## src/rtl/argmax_classifier_pkg.sv

```systemverilog
// Shared widths, score type and FSM encoding for the MNIST argmax stage.
// Pure declarations, no latency, no flow control.
// Also used by upstream FC logic so the score format stays in one place.
package argmax_classifier_pkg;

    localparam int DATA_WIDTH  = 16;
    localparam int NUM_CLASSES = 10;
    localparam int CLS_W       = $clog2(NUM_CLASSES);

    typedef logic signed [DATA_WIDTH-1:0] score_t;
    typedef logic [CLS_W-1:0]             cls_t;

    typedef enum logic [1:0] {
        ST_IDLE    = 2'd0,
        ST_COLLECT = 2'd1,
        ST_RESOLVE = 2'd2,
        ST_DONE    = 2'd3
    } state_t;

    localparam score_t SCORE_MIN = {1'b1, {(DATA_WIDTH-1){1'b0}}};
    localparam cls_t   CLS_COUNT = CLS_W'(NUM_CLASSES);

    // One extra bit so top1 - top2 can span the full signed range without wrapping.
    function automatic logic [DATA_WIDTH:0] score_diff(input score_t a, input score_t b);
        return {a[DATA_WIDTH-1], a} - {b[DATA_WIDTH-1], b};
    endfunction

endpackage

```

## src/rtl/argmax_classifier_top2_tracker.sv

```systemverilog
// Running top-1 / top-2 tracker over a serial score stream; ties keep the earlier index.
// Latency: results visible the cycle after en.
// Backpressure: none, accepts a score on every en cycle.
module argmax_classifier_top2_tracker
    import argmax_classifier_pkg::*;
(
    input  logic   clk,
    input  logic   reset,
    input  logic   clear,
    input  logic   en,
    input  logic   first,
    input  score_t score,
    input  cls_t   pos,
    output score_t top1,
    output score_t top2,
    output cls_t   idx
);

    always_ff @(posedge clk or posedge reset) begin
        if (reset) begin
            top1 <= '0;
            top2 <= '0;
            idx  <= '0;
        end else if (clear) begin
            top1 <= '0;
            top2 <= '0;
            idx  <= '0;
        end else if (en) begin
            if (first) begin
                top1 <= score;
                top2 <= SCORE_MIN;
                idx  <= '0;
            end else if (score > top1) begin
                top2 <= top1;
                top1 <= score;
                idx  <= pos;
            end else if (score > top2) begin
                top2 <= score;
            end
        end
    end

endmodule

```

## src/rtl/argmax_classifier.sv

```systemverilog
// Argmax over one frame of class scores: winning index, top score, top1-top2 margin, error flag.
// Latency: class_valid two cycles after frame_done; debug readback one cycle.
// Backpressure: none; excess scores are dropped and flagged, start aborts any frame in flight.
module argmax_classifier
    import argmax_classifier_pkg::*;
(
    input  logic                  clk,
    input  logic                  reset,
    input  logic                  start,
    input  logic [DATA_WIDTH-1:0] score_in,
    input  logic                  score_valid,
    input  logic                  frame_done,
    output logic [CLS_W-1:0]      class_out,
    output logic [DATA_WIDTH-1:0] top_score,
    output logic [DATA_WIDTH:0]   margin,
    output logic                  class_valid,
    output logic                  frame_err,
    output logic                  busy,
    input  logic [CLS_W-1:0]      rd_addr,
    output logic [DATA_WIDTH-1:0] rd_data
);

    state_t              state;
    state_t              state_nxt;
    cls_t                cnt;
    logic                ovf;
    logic                accept;
    score_t              top1;
    score_t              top2;
    cls_t                idx;
    logic [DATA_WIDTH:0] margin_calc;
    score_t              score_mem [NUM_CLASSES];

    assign accept      = (state == ST_COLLECT) && !start && score_valid && (cnt < CLS_COUNT);
    assign busy        = (state == ST_COLLECT) || (state == ST_RESOLVE);
    assign margin_calc = score_diff(top1, top2);

    always_ff @(posedge clk or posedge reset) begin
        if (reset) begin
            state <= ST_IDLE;
        end else begin
            state <= state_nxt;
        end
    end

    // start wins from every state: it arms a fresh frame and discards whatever was in flight.
    always_comb begin
        state_nxt = state;
        if (start) begin
            state_nxt = ST_COLLECT;
        end else begin
            case (state)
                ST_IDLE:    state_nxt = ST_IDLE;
                ST_COLLECT: if (frame_done) state_nxt = ST_RESOLVE;
                ST_RESOLVE: state_nxt = ST_DONE;
                ST_DONE:    state_nxt = ST_IDLE;
                default:    state_nxt = ST_IDLE;
            endcase
        end
    end

    always_ff @(posedge clk or posedge reset) begin
        if (reset) begin
            cnt <= '0;
            ovf <= 1'b0;
        end else if (start) begin
            cnt <= '0;
            ovf <= 1'b0;
        end else if (state == ST_COLLECT && score_valid) begin
            if (cnt < CLS_COUNT) begin
                cnt <= cnt + CLS_W'(1);
            end else begin
                ovf <= 1'b1;
            end
        end
    end

    argmax_classifier_top2_tracker u_tracker (
        .clk   (clk),
        .reset (reset),
        .clear (start),
        .en    (accept),
        .first (cnt == '0),
        .score (score_t'(score_in)),
        .pos   (cnt),
        .top1  (top1),
        .top2  (top2),
        .idx   (idx)
    );

    // Results are captured leaving RESOLVE so class_valid is high exactly while in DONE.
    always_ff @(posedge clk or posedge reset) begin
        if (reset) begin
            class_out   <= '0;
            top_score   <= '0;
            margin      <= '0;
            frame_err   <= 1'b0;
            class_valid <= 1'b0;
        end else begin
            class_valid <= 1'b0;
            if (state == ST_RESOLVE && !start) begin
                class_out   <= idx;
                top_score   <= top1;
                margin      <= margin_calc;
                frame_err   <= (cnt != CLS_COUNT) || ovf;
                class_valid <= 1'b1;
            end
        end
    end

    always_ff @(posedge clk) begin
        if (accept) begin
            score_mem[cnt] <= score_t'(score_in);
        end
    end

    // Registered read sees the pre-write value on a same-cycle write/read collision.
    always_ff @(posedge clk or posedge reset) begin
        if (reset) begin
            rd_data <= '0;
        end else if (rd_addr < CLS_COUNT) begin
            rd_data <= score_mem[rd_addr];
        end else begin
            rd_data <= '0;
        end
    end

endmodule

```

## config.mk

```make
export PLATFORM = sky130hd
export DESIGN_NAME = argmax_classifier
export DESIGN_NICKNAME = d
export VERILOG_FILES = /design/src/rtl/argmax_classifier_pkg.sv /design/src/rtl/argmax_classifier_top2_tracker.sv /design/src/rtl/argmax_classifier.sv
export SDC_FILE = /design/constraint.sdc
export NUM_CORES = 1
export LEC_CHECK = 0
export ABC_AREA = 1
export CAP_MARGIN = 20
export CELL_PAD_IN_SITES_DETAIL_PLACEMENT = 0
export CELL_PAD_IN_SITES_GLOBAL_PLACEMENT = 1
export CORE_ASPECT_RATIO = 0.75
export CORE_MARGIN = 2
export CORE_UTILIZATION = 48
export DETAILED_ROUTE_END_ITERATION = 10
export PLACE_DENSITY_LB_ADDON = 0.1
export SLEW_MARGIN = 20
export SYNTH_ARGS = -nofsm -noshare
export SYNTH_HDL_FRONTEND = slang
export SYNTH_SLANG_ARGS = --single-unit
```

## constraint.sdc

```tcl
create_clock -name clk -period 7.2 [get_ports clk]
set_input_delay 1.44 -clock clk [delete_from_list [all_inputs] [get_ports clk]]
set_output_delay 1.44 -clock clk [all_outputs]
set_load 0.05 [all_outputs]
```

## Word-level counts from Yosys, hierarchy flattened

Memory sizes are Yosys's and may differ from the RTL's.
Cells that the tools add are included.

- Bits in registers: 98
- Memory bits (writable): 160
- Input port bits: 25
- Output and inout port bits: 56
- Word-level logic and storage cells: 71
- Memories kept: 1

Memories:

| memory | depth | bits a word | rd ports | clocked after Yosys merged registers in | write ports | line | source |
|---|---|---|---|---|---|---|---|
| score_mem | 10 | 16 | 1 | 0 | 1 | argmax_classifier.sv:32 | `score_t score_mem [NUM_CLASSES];` |

- Add/sub/neg operators: 2
- $lt $le $gt $ge: 4
- Eq/ne operators: 6
- Mux-type cells: 26
- Reductions and logical operators: 20

Operators with widths:

| kind | number |
|---|---|
| two-way mux 16 bit | 10 |
| greater-than comparator 16 bit | 2 |
| two-way mux 4 bit | 7 |
| subtractor 16 x 16 -> 17 bit | 1 |
| less-than comparator 4 bit, second input constant | 2 |
| AND reduction 2 bit | 4 |
| two-way mux 1 bit | 6 |
| one-hot mux 2 bit (3 select lines) | 1 |
| nonzero test 2 bit | 3 |
| logical AND 1 bit | 5 |
| adder 4 x 1 -> 4 bit, second input constant | 1 |
| equality test 2 bit, second input constant | 2 |
| zero test 4 bit | 1 |
| two-way mux 2 bit | 2 |
| inequality test 4 bit, second input constant | 1 |
| nonzero test 4 bit | 1 |
| inequality test 3 bit, second input constant | 1 |
| nonzero test 3 bit | 1 |
| equality test 2 x 1 -> 1 bit, second input constant | 1 |
| zero test 2 bit | 1 |
| logical OR 1 bit | 2 |
| inequality test 2 bit, second input constant | 1 |
| OR reduction 2 bit | 1 |
| zero test 1 bit | 1 |

## Longest topological paths before layout

Gate-level depths: netlist of the first run.

- Depth after elaboration: 6
- Depth in mapped cells: 19

## Modules after synthesis

From an unflattened synthesis of the first run, not the netlist that was laid out.

- Cells, all modules: 1266
- Area, all modules: 12284.3 um^2

By module, submodules not included:

| module | times used | cells an instance | area an instance (um^2) | sequential area each (um^2) |
|---|---|---|---|---|
| argmax_classifier | 1 | 930 | 9670.5 | 6356.1 |
| argmax_classifier_top2_tracker | 1 | 336 | 2613.8 | 900.9 |

## Worst setup path after synthesis of the first run

Ideal clock, no wire load.

- Path kind: in2reg
- Start: in score_valid
- End: mem score_mem[4][0] in the netlist's numbering, enable pin
- Data arrival time: 3.199 ns
- Data required time: 6.791 ns
- Setup slack: 3.591 ns
- Cell stages on the path: 7
- Path buffers: 1
- Path through: nand2_1 -> nor2_4 -> inv_1 -> nor2_1 -> inv_1 -> clkbuf_1 -> nor3_1

- Word-level cells in the longest chain between the ends: 4

Ends and longest elaborated chain:

| item | line | source |
|---|---|---|
| start, declared | argmax_classifier.sv:11 | `input logic score_valid,` |
| logical AND 1 bit (2 in series) | argmax_classifier.sv:34 | `assign accept = (state == ST_COLLECT) && !start && score_valid && (cnt < CLS_COUNT);` |
| two-way mux 1 bit | argmax_classifier.sv:112 | `if (accept) begin` |
| two-way mux 1 bit (implied by the code) | argmax_classifier.sv:113 | `score_mem[cnt] <= score_t'(score_in);` |
| end, declared | argmax_classifier.sv:32 |  |

No other way between the ends.

## Worst setup path after layout of the first run

- Start: in score_in[10]
- End: reg u_tracker.top2[0]

- Word-level cells in the longest chain between the ends: 5
- Elaborated cells between the ends (all ways): 8
- Classes of those cells: 2 x order compare; 4 x mux; 2 x reduce/logical

Ends and longest elaborated chain:

| item | line | source |
|---|---|---|
| start, declared | argmax_classifier.sv:10 | `input logic [DATA_WIDTH-1:0] score_in,` |
| greater-than comparator 16 bit | argmax_classifier_top2_tracker.sv:33 | `end else if (score > top1) begin` |
| two-way mux 16 bit | argmax_classifier_top2_tracker.sv:33 |  |
| two-way mux 16 bit | argmax_classifier_top2_tracker.sv:29 | `if (first) begin` |
| two-way mux 16 bit | argmax_classifier_top2_tracker.sv:28 | `end else if (en) begin` |
| two-way mux 16 bit | argmax_classifier_top2_tracker.sv:24 | `end else if (clear) begin` |
| end signal, assigned | argmax_classifier_top2_tracker.sv:34 | `top2 <= top1;` |
| end signal, assigned | argmax_classifier_top2_tracker.sv:38 | `top2 <= score;` |
| end, declared | argmax_classifier_top2_tracker.sv:15 | `output score_t top2,` |

Parallel ways exist; a longest one is shown, timed or not. The select of a mux whose other input is x is not followed.
A chain may end at the register's enable or synchronous reset.

==> impl_metrics.py, run 1 <==
metrics = {
    "status": {
        "status": "completed",
    },
    "clock_tree": {
        "postCtsHoldBufs": 0,
        "post_cts_buffers": 0,
        "cts.htree.levels": 1,
        "clk_pin_slew_ns": 0.06,
        "cts_buffers": 26,
        "cts.sinks": 258,
        "cts_root_buffer": "clkbuf_16",
        "cts_resized": 0,
        "clockBufferDepth": 3,
        "cts_tree": "yes",
        "clk_latency_ns": 0.53,
    },
    "logic_synthesis": {
        "ys_seq_elements": 258,
        "synthTopCellsByArea": "edfxtp_1 (40%), dfrtp_1 (21%), nand2_1 (6.9%)",
        "synth_cells": 1141,
        "yosysUniqueCellTypes": 43,
        "synth-main-ff-cell": "edfxtp_1",
        "synth_nets": 1222,
        "syn_area_per_cell_sq_um": 10.4,
        "yosysSeqAreaShare_pct": 60.9,
        "yosys.area.top_type_share_pct": 40.3,
        "async_flop_share_pct": 38.0,
        "yosysTopAreaCell": "edfxtp_1",
        "ys_warn_count": 0,
        "netlist_area_sq_um": 11900,
        "synth_enable_flop_cells": 160,
    },
    "sta": {
        "worstMarginPinSlew_ns": 1.13,
        "min_period_ns": 4.58,
        "slew_violations": 0,
        "finalHoldViolCount": 0,
        "maxSlewHeadroom_pct": 24.6,
        "clock_skew_ns": 0.0142,
        "setup_viol": 0,
        "rsz0062_at_grt": "false",
        "post-route-period-util_pct": 63.6,
        "finalSetupTns_ns": 0,
        "max_freq_ghz": 0.218,
    },
    "route": {
        "antenna_left": 0,
        "wire_per_inst_um": 18.7,
        "initialDrtViolationCount": 687,
        "viasPerCell": 5.45,
        "drc": 0,
        "routed_wl_um": 29100,
        "vias": 8483,
        "dr.pass1.iters": 5,
    },
    "critical_path": {
        "critical_path_class": "primary input to register",
        "end_kind": "register",
        "startpoint": "score_in[10]",
        "r2r_end": "u_tracker.top2[0]$_DFFE_PP0P_",
        "r2r_cells": 12,
        "crit_end": "u_tracker.top2[0]$_DFFE_PP0P_",
        "crit_arrival_ns": 5.04,
        "required_ns": 7.66,
        "start_kind": "primary input",
        "regToRegSetupSlack_ns": 3.75,
        "crit-reg2reg-launch": "u_tracker.top1[15]$_DFFE_PP0P_",
        "critical_path.max_fanout": 57,
    },
    "final_layout": {
        "drive_gt1_share_pct": 8.73,
        "final_nets": 1286,
        "final_cell_mix": "nand2_1 (218), edfxtp_1 (160), nor2_1 (128)",
        "areaGrowthSynthToFinish_pct": 16.7,
        "nFillCells": 2131,
        "final_util_pct": 57.5,
        "n_antenna_cell": 0,
        "final_common_cell": "nand2_1",
    },
    "power_and_ir_drop": {
        "total_power_w": 0.00470,
        "power_density_nw_per_um2": 338,
        "ir_worst_vdd_uv": 181,
        "p_leak_nw": 5.46,
    },
    "global_routing": {
        "grt_use_met2_pct": 33.6,
        "use_met1_pct": 36.4,
        "overflow": 0,
        "antenna_found_initial": 0,
        "grt_pass1_vias": 8207,
        "grt_max_degree": 81,
        "met3_usage_pct": 3.64,
        "grt_pass1_wl_um": 46300,
        "track_usage_pct": 23.1,
        "top_usage_layer": "met1",
    },
    "floorplanning": {
        "die_width_um": 186,
        "fp.dieArea_sq_um": 26100,
        "ios": 81,
        "floorplan.die.height_um": 140,
        "core_area_sq_um": 24200,
        "initial_core_util_pct": 49.3,
        "rows": 49,
    },
    "placement": {
        "portBuffers": 80,
        "routabilityCongestion": 0.814,
        "dp_hpwl_um": 18200,
    },
    "run": {
        "cap_violations": 0,
    },
    "worst_hold_path": {
        "holdCritPathClass": "register to register",
    },
}
[through the flow]
step / setup slack, ns / std cells / area (sq um) / hold WS (ns)
floorplan: 3.20 / 1141 / 11900 / 0.442
global placement: 2.18 / 1507 / 13000 / 0.466
detailed placement: 2.12 / 1508 / 13100 / 0.462
CTS: 2.65 / 1556 / 13900 / 0.488
global route: 2.30 / 1556 / 13900 / 0.510
finish: 2.62 / 1556 / 13900 / 0.480
[synth_stat cells, types with 2 or more instances]
cell type    n
nor2_1     129
or2_2        2
nand2_2      3
inv_1       78
o21ai_1     17
nand2_4      3
o21ai_2     10
nand2_1    219
dfrtp_1     98
buf_1        2
o311ai_0    13
nand3_1     29
edfxtp_1   160
ha_1        55
nand3b_1     2
nor3_1      12
a21oi_1     62
o21ai_0    117
nor2_2       2
nor3_2       2
o21bai_1     2
o221ai_1    16
a31oi_1     10
nand4_1      5
inv_2        3
xor2_1       6
buf_2        7
xnor2_1      2
buf_6        4
nand3_2     17
o311ai_1     2
clkbuf_1    41
[metal layers]
| layer | vias to the layer above | share of wire (%) |
|---|---|---|
| met3 | 30 | 5.6 |
| met5 | - | 0 |
| met2 | 237 | 43 |
| li1 | 4085 | - |
| met1 | 4131 | 50 |
| met4 | 0 | 1.7 |
[logic make-up after synthesis]
family	Yosys count	synth area share [%]
AOI/OAI and AO/OA	255	12.3
buffers and inverters	137	4.77
and+or+nand+nor	427	15.5
adders and majority gates	56	5.95
DFF	258	60.9
xor gates and xnor gates	8	0.588
[flip-flops by register name (all words and copies together) (netlist names), 2 cells and up]
| name | flops |
|---|---|
| score_mem | 160 |
| state | 2 |
| margin | 17 |
| cnt | 4 |
| rd_data | 16 |
| u_tracker.top1 | 16 |
| u_tracker.idx | 4 |
| top_score | 16 |
| class_out | 4 |
| u_tracker.top2 | 16 |
[how the worst min path moves through the flow]
stage          slack, ns                          from  depth (start not counted)                   endpoint
2_1_floorplan       0.44  u_tracker.idx[0]$_DFFE_PP0P_                          2   class_out[0]$_DFFE_PP0P_
3_3_place_gp        0.47     top_score[11]$_DFFE_PP0P_                          2  top_score[11]$_DFFE_PP0P_
3_5_place_dp        0.46  u_tracker.idx[3]$_DFFE_PP0P_                          2   class_out[3]$_DFFE_PP0P_
4_1_cts             0.49      top_score[9]$_DFFE_PP0P_                          2   top_score[9]$_DFFE_PP0P_
5_1_grt             0.51      top_score[1]$_DFFE_PP0P_                          2   top_score[1]$_DFFE_PP0P_
6_report            0.48      top_score[9]$_DFFE_PP0P_                          2   top_score[9]$_DFFE_PP0P_
[power breakdown]
group          leakage (nW)  switching [W]  internal [W]
Sequential             2.72       0.000104       0.00173
Clock                 0.401       0.000561      0.000771
Combinational          2.34        0.00105      0.000485
[worst max-delay path, cell delays in order]
cell             delay [ns]
clkdlybuf4s50_1        0.77
ha_1                   0.50
nand4_1                0.13
nor3_2                 0.19
nand2_1                0.10
nand3_1                0.11
nand3_2                0.48
nand2_2                0.26
nand2_4                0.41
nand2_4                0.39
o21ai_0                0.13
nand2_1                0.07
[area by class of cell]
type | instances | area [sq um] | area share [%]
Multi-Input combinational cell | 746 | 4180 | 30.1
Timing Repair Buffer | 92 | 906 | 6.52
Clock inverter | 12 | 119 | 0.855
Sequential cell | 258 | 7260 | 52.2
Inverter | 81 | 307 | 2.21
Tap cell | 331 | 414 | 2.98
Clock buffer | 36 | 719 | 5.18
(Power assumes the default switching activity.)
==> run 2, diff against run 1 <==
Settings changed: CORE_UTILIZATION 48 to 42.
Clock period 7.2 ns to 3.7 ns, I/O delays scaled along.
==> impl_metrics.py, run 2 (synthesized netlist as in run 1, its figures left out) <==
metrics = {
    "critical_path": {
        "regToRegSetupSlack_ns": 1.01,
        "crit-reg2reg-launch": "u_tracker.top1[15]$_DFFE_PP0P_",
        "required_ns": 4.12,
        "crit_arrival_ns": 3.32,
        "end_kind": "register",
        "critical_path_class": "primary input to register",
        "start_kind": "primary input",
        "r2r_cells": 12,
        "r2r_end": "u_tracker.top2[0]$_DFFE_PP0P_",
        "slowest_stage": "clkdlybuf4s50_1",
        "critical_path.max_fanout": 17,
        "critPathMostFrequentCell": "nand2_1",
        "path_cells": "clkdlybuf4s50_1, buf_4, ha_1, nand2_1, inv_1, nand3_1, inv_1, a21oi_1, nand2_1, nand2_1, nand2_1, nand2_4, nand2_4, o21ai_0, nand2_1",
        "critPathMaxStageDelay_ns": 0.61,
    },
    "worst_hold_path": {
        "hold_path_depth": 2,
        "holdCritPathClass": "register to register",
        "whs_endpoint": "top_score[11]$_DFFE_PP0P_",
        "min-delay-start": "top_score[11]$_DFFE_PP0P_",
    },
    "clock_tree": {
        "cts_root_buffer": "clkbuf_16",
        "clk_latency_ns": 0.53,
        "clockBufferDepth": 3,
        "post_cts_buffers": 0,
        "cts_tree": "yes",
        "postCtsHoldBufs": 0,
        "cts_resized": 0,
        "cts.sinks": 258,
        "clk_pin_slew_ns": 0.06,
        "cts_buffers": 28,
        "cts.htree.levels": 1,
    },
    "sta": {
        "min_period_ns": 2.90,
        "finalHoldViolCount": 0,
        "maxSlewHeadroom_pct": 34.9,
        "post-route-period-util_pct": 78.5,
        "finalSetupTns_ns": 0,
        "rsz0062_at_grt": "false",
        "clock_skew_ns": 0.0146,
        "holdWs_ns": 0.479,
        "max_freq_ghz": 0.344,
        "slew_violations": 0,
        "setup_viol": 0,
        "worstMarginPinSlew_ns": 0.973,
    },
    "final_layout": {
        "areaGrowthSynthToFinish_pct": 20.2,
        "nFillCells": 2620,
        "final_common_cell": "nand2_1",
        "final_util_pct": 51.2,
        "largest_reg_flops": 160,
        "largest-register": "score_mem",
        "n_antenna_cell": 0,
        "reg_top3": "score_mem (160), margin (17)",
        "final_nets": 1324,
        "final_cell_mix": "nand2_1 (218), edfxtp_1 (160), nor2_1 (129)",
        "stdcell_area_sq_um": 14300,
        "drive_gt1_share_pct": 11.3,
    },
    "floorplanning": {
        "core_area_sq_um": 28000,
        "fp.dieArea_sq_um": 29700,
        "initial_core_util_pct": 42.6,
        "die_width_um": 198,
        "ios": 81,
        "floorplan.die.height_um": 150,
        "rows": 53,
    },
    "run": {
        "cap_violations": 0,
    },
    "power_and_ir_drop": {
        "clkPwrFrac_pct": 30.3,
        "ir_worst_vdd_uv": 362,
        "p_comb_share_pct": 32.1,
        "power_density_nw_per_um2": 664,
        "p_leak_nw": 5.65,
        "p_sw_share_pct": 35.7,
        "seqPwrFrac_pct": 37.6,
        "internal_power_w": 0.00611,
        "switchingPower_w": 0.00340,
    },
    "route": {
        "wire_per_inst_um": 19.1,
        "antenna_left": 0,
        "vias": 8476,
        "drc": 0,
        "viasPerCell": 5.14,
        "routed_wl_um": 31400,
        "dr.pass1.iters": 4,
        "initialDrtViolationCount": 601,
    },
    "status": {
        "status": "completed",
    },
    "placement": {
        "dp_hpwl_um": 20900,
        "portBuffers": 80,
        "postPlaceCellArea_sq_um": 13400,
        "routabilityCongestion": 0.805,
    },
    "global_routing": {
        "overflow": 0,
        "track_usage_pct": 21.7,
        "grt_max_degree": 81,
        "grt_pass1_vias": 8086,
        "grt_pass1_wl_um": 48800,
        "antenna_found_initial": 0,
    },
}
==> run 2: cell count changes in the layout (fill, tap and decap cells not counted), moves of 3 or more <==
cell / delta
nor3_2: +7
buf_4: +34
clkinv_1: +3
nor3_4: -7
buf_12: +3
==> run 2: metrics by stage <==
stage                     total power [W]  cells  worst slack, ns
after detailed placement          0.00668   1598            0.247
after global routing               0.0101   1650            0.535
final                             0.00951   1650            0.796
after global placement            0.00667   1598            0.287
after CTS                         0.00959   1650            0.823
after floorplan                   0.00571   1141            0.398
==> run 2: power by group through the flow <==
stage	sequential, W	combinational (W)	clock (W)
2_1_floorplan	0.00420	0.00151	0
3_3_place_gp	0.00363	0.00304	0
3_5_place_dp	0.00363	0.00305	0
4_1_cts	0.00358	0.00306	0.00295
5_1_grt	0.00361	0.00338	0.00306
6_report	0.00357	0.00306	0.00288
==> run 2: worst max-delay path: cells and delay by family <==
| family | cells | cell delay [ns] |
|---|---|---|
| AO/OA/AOI/OAI | 2 | 0.38 |
| adder cells (fa/ha/maj) | 1 | 0.30 |
| buffers and inverters | 4 | 0.94 |
| AND/OR/NAND/NOR | 8 | 0.96 |
==> run 2: layout make-up <==
cell class / instances / area [sq um] / area share (%)
sequential: 258 / 7260 / 50.7
multi-input combinational: 746 / 4130 / 28.9
timing repair buffer: 128 / 1190 / 8.34
clock buffer: 39 / 783 / 5.47
tap: 385 / 482 / 3.36
inverter: 81 / 307 / 2.14
clock inverter: 13 / 165 / 1.15
==> run 2: how the worst max path moves through the flow <==
stage	slack, ns	from	endpoint
CTS	0.82	score_in[15]	u_tracker.top2[0]$_DFFE_PP0P_
global placement	0.29	score_in[15]	u_tracker.top2[0]$_DFFE_PP0P_
global route	0.53	score_in[15]	u_tracker.top2[0]$_DFFE_PP0P_
detailed placement	0.25	score_in[15]	u_tracker.top2[0]$_DFFE_PP0P_
finish	0.80	score_in[15]	u_tracker.top2[0]$_DFFE_PP0P_
floorplan	0.40	reset	class_out[0]$_DFFE_PP0P_
==> run 2: layer usage <==
layer	GRT usage [%]	vias to the layer above	wire length [um]
li1	-	4161	-
met2	31.5	193	13300
met5	0	-	0
met1	34.8	4084	16200
met4	4.10	0	527
met3	2.68	38	1410
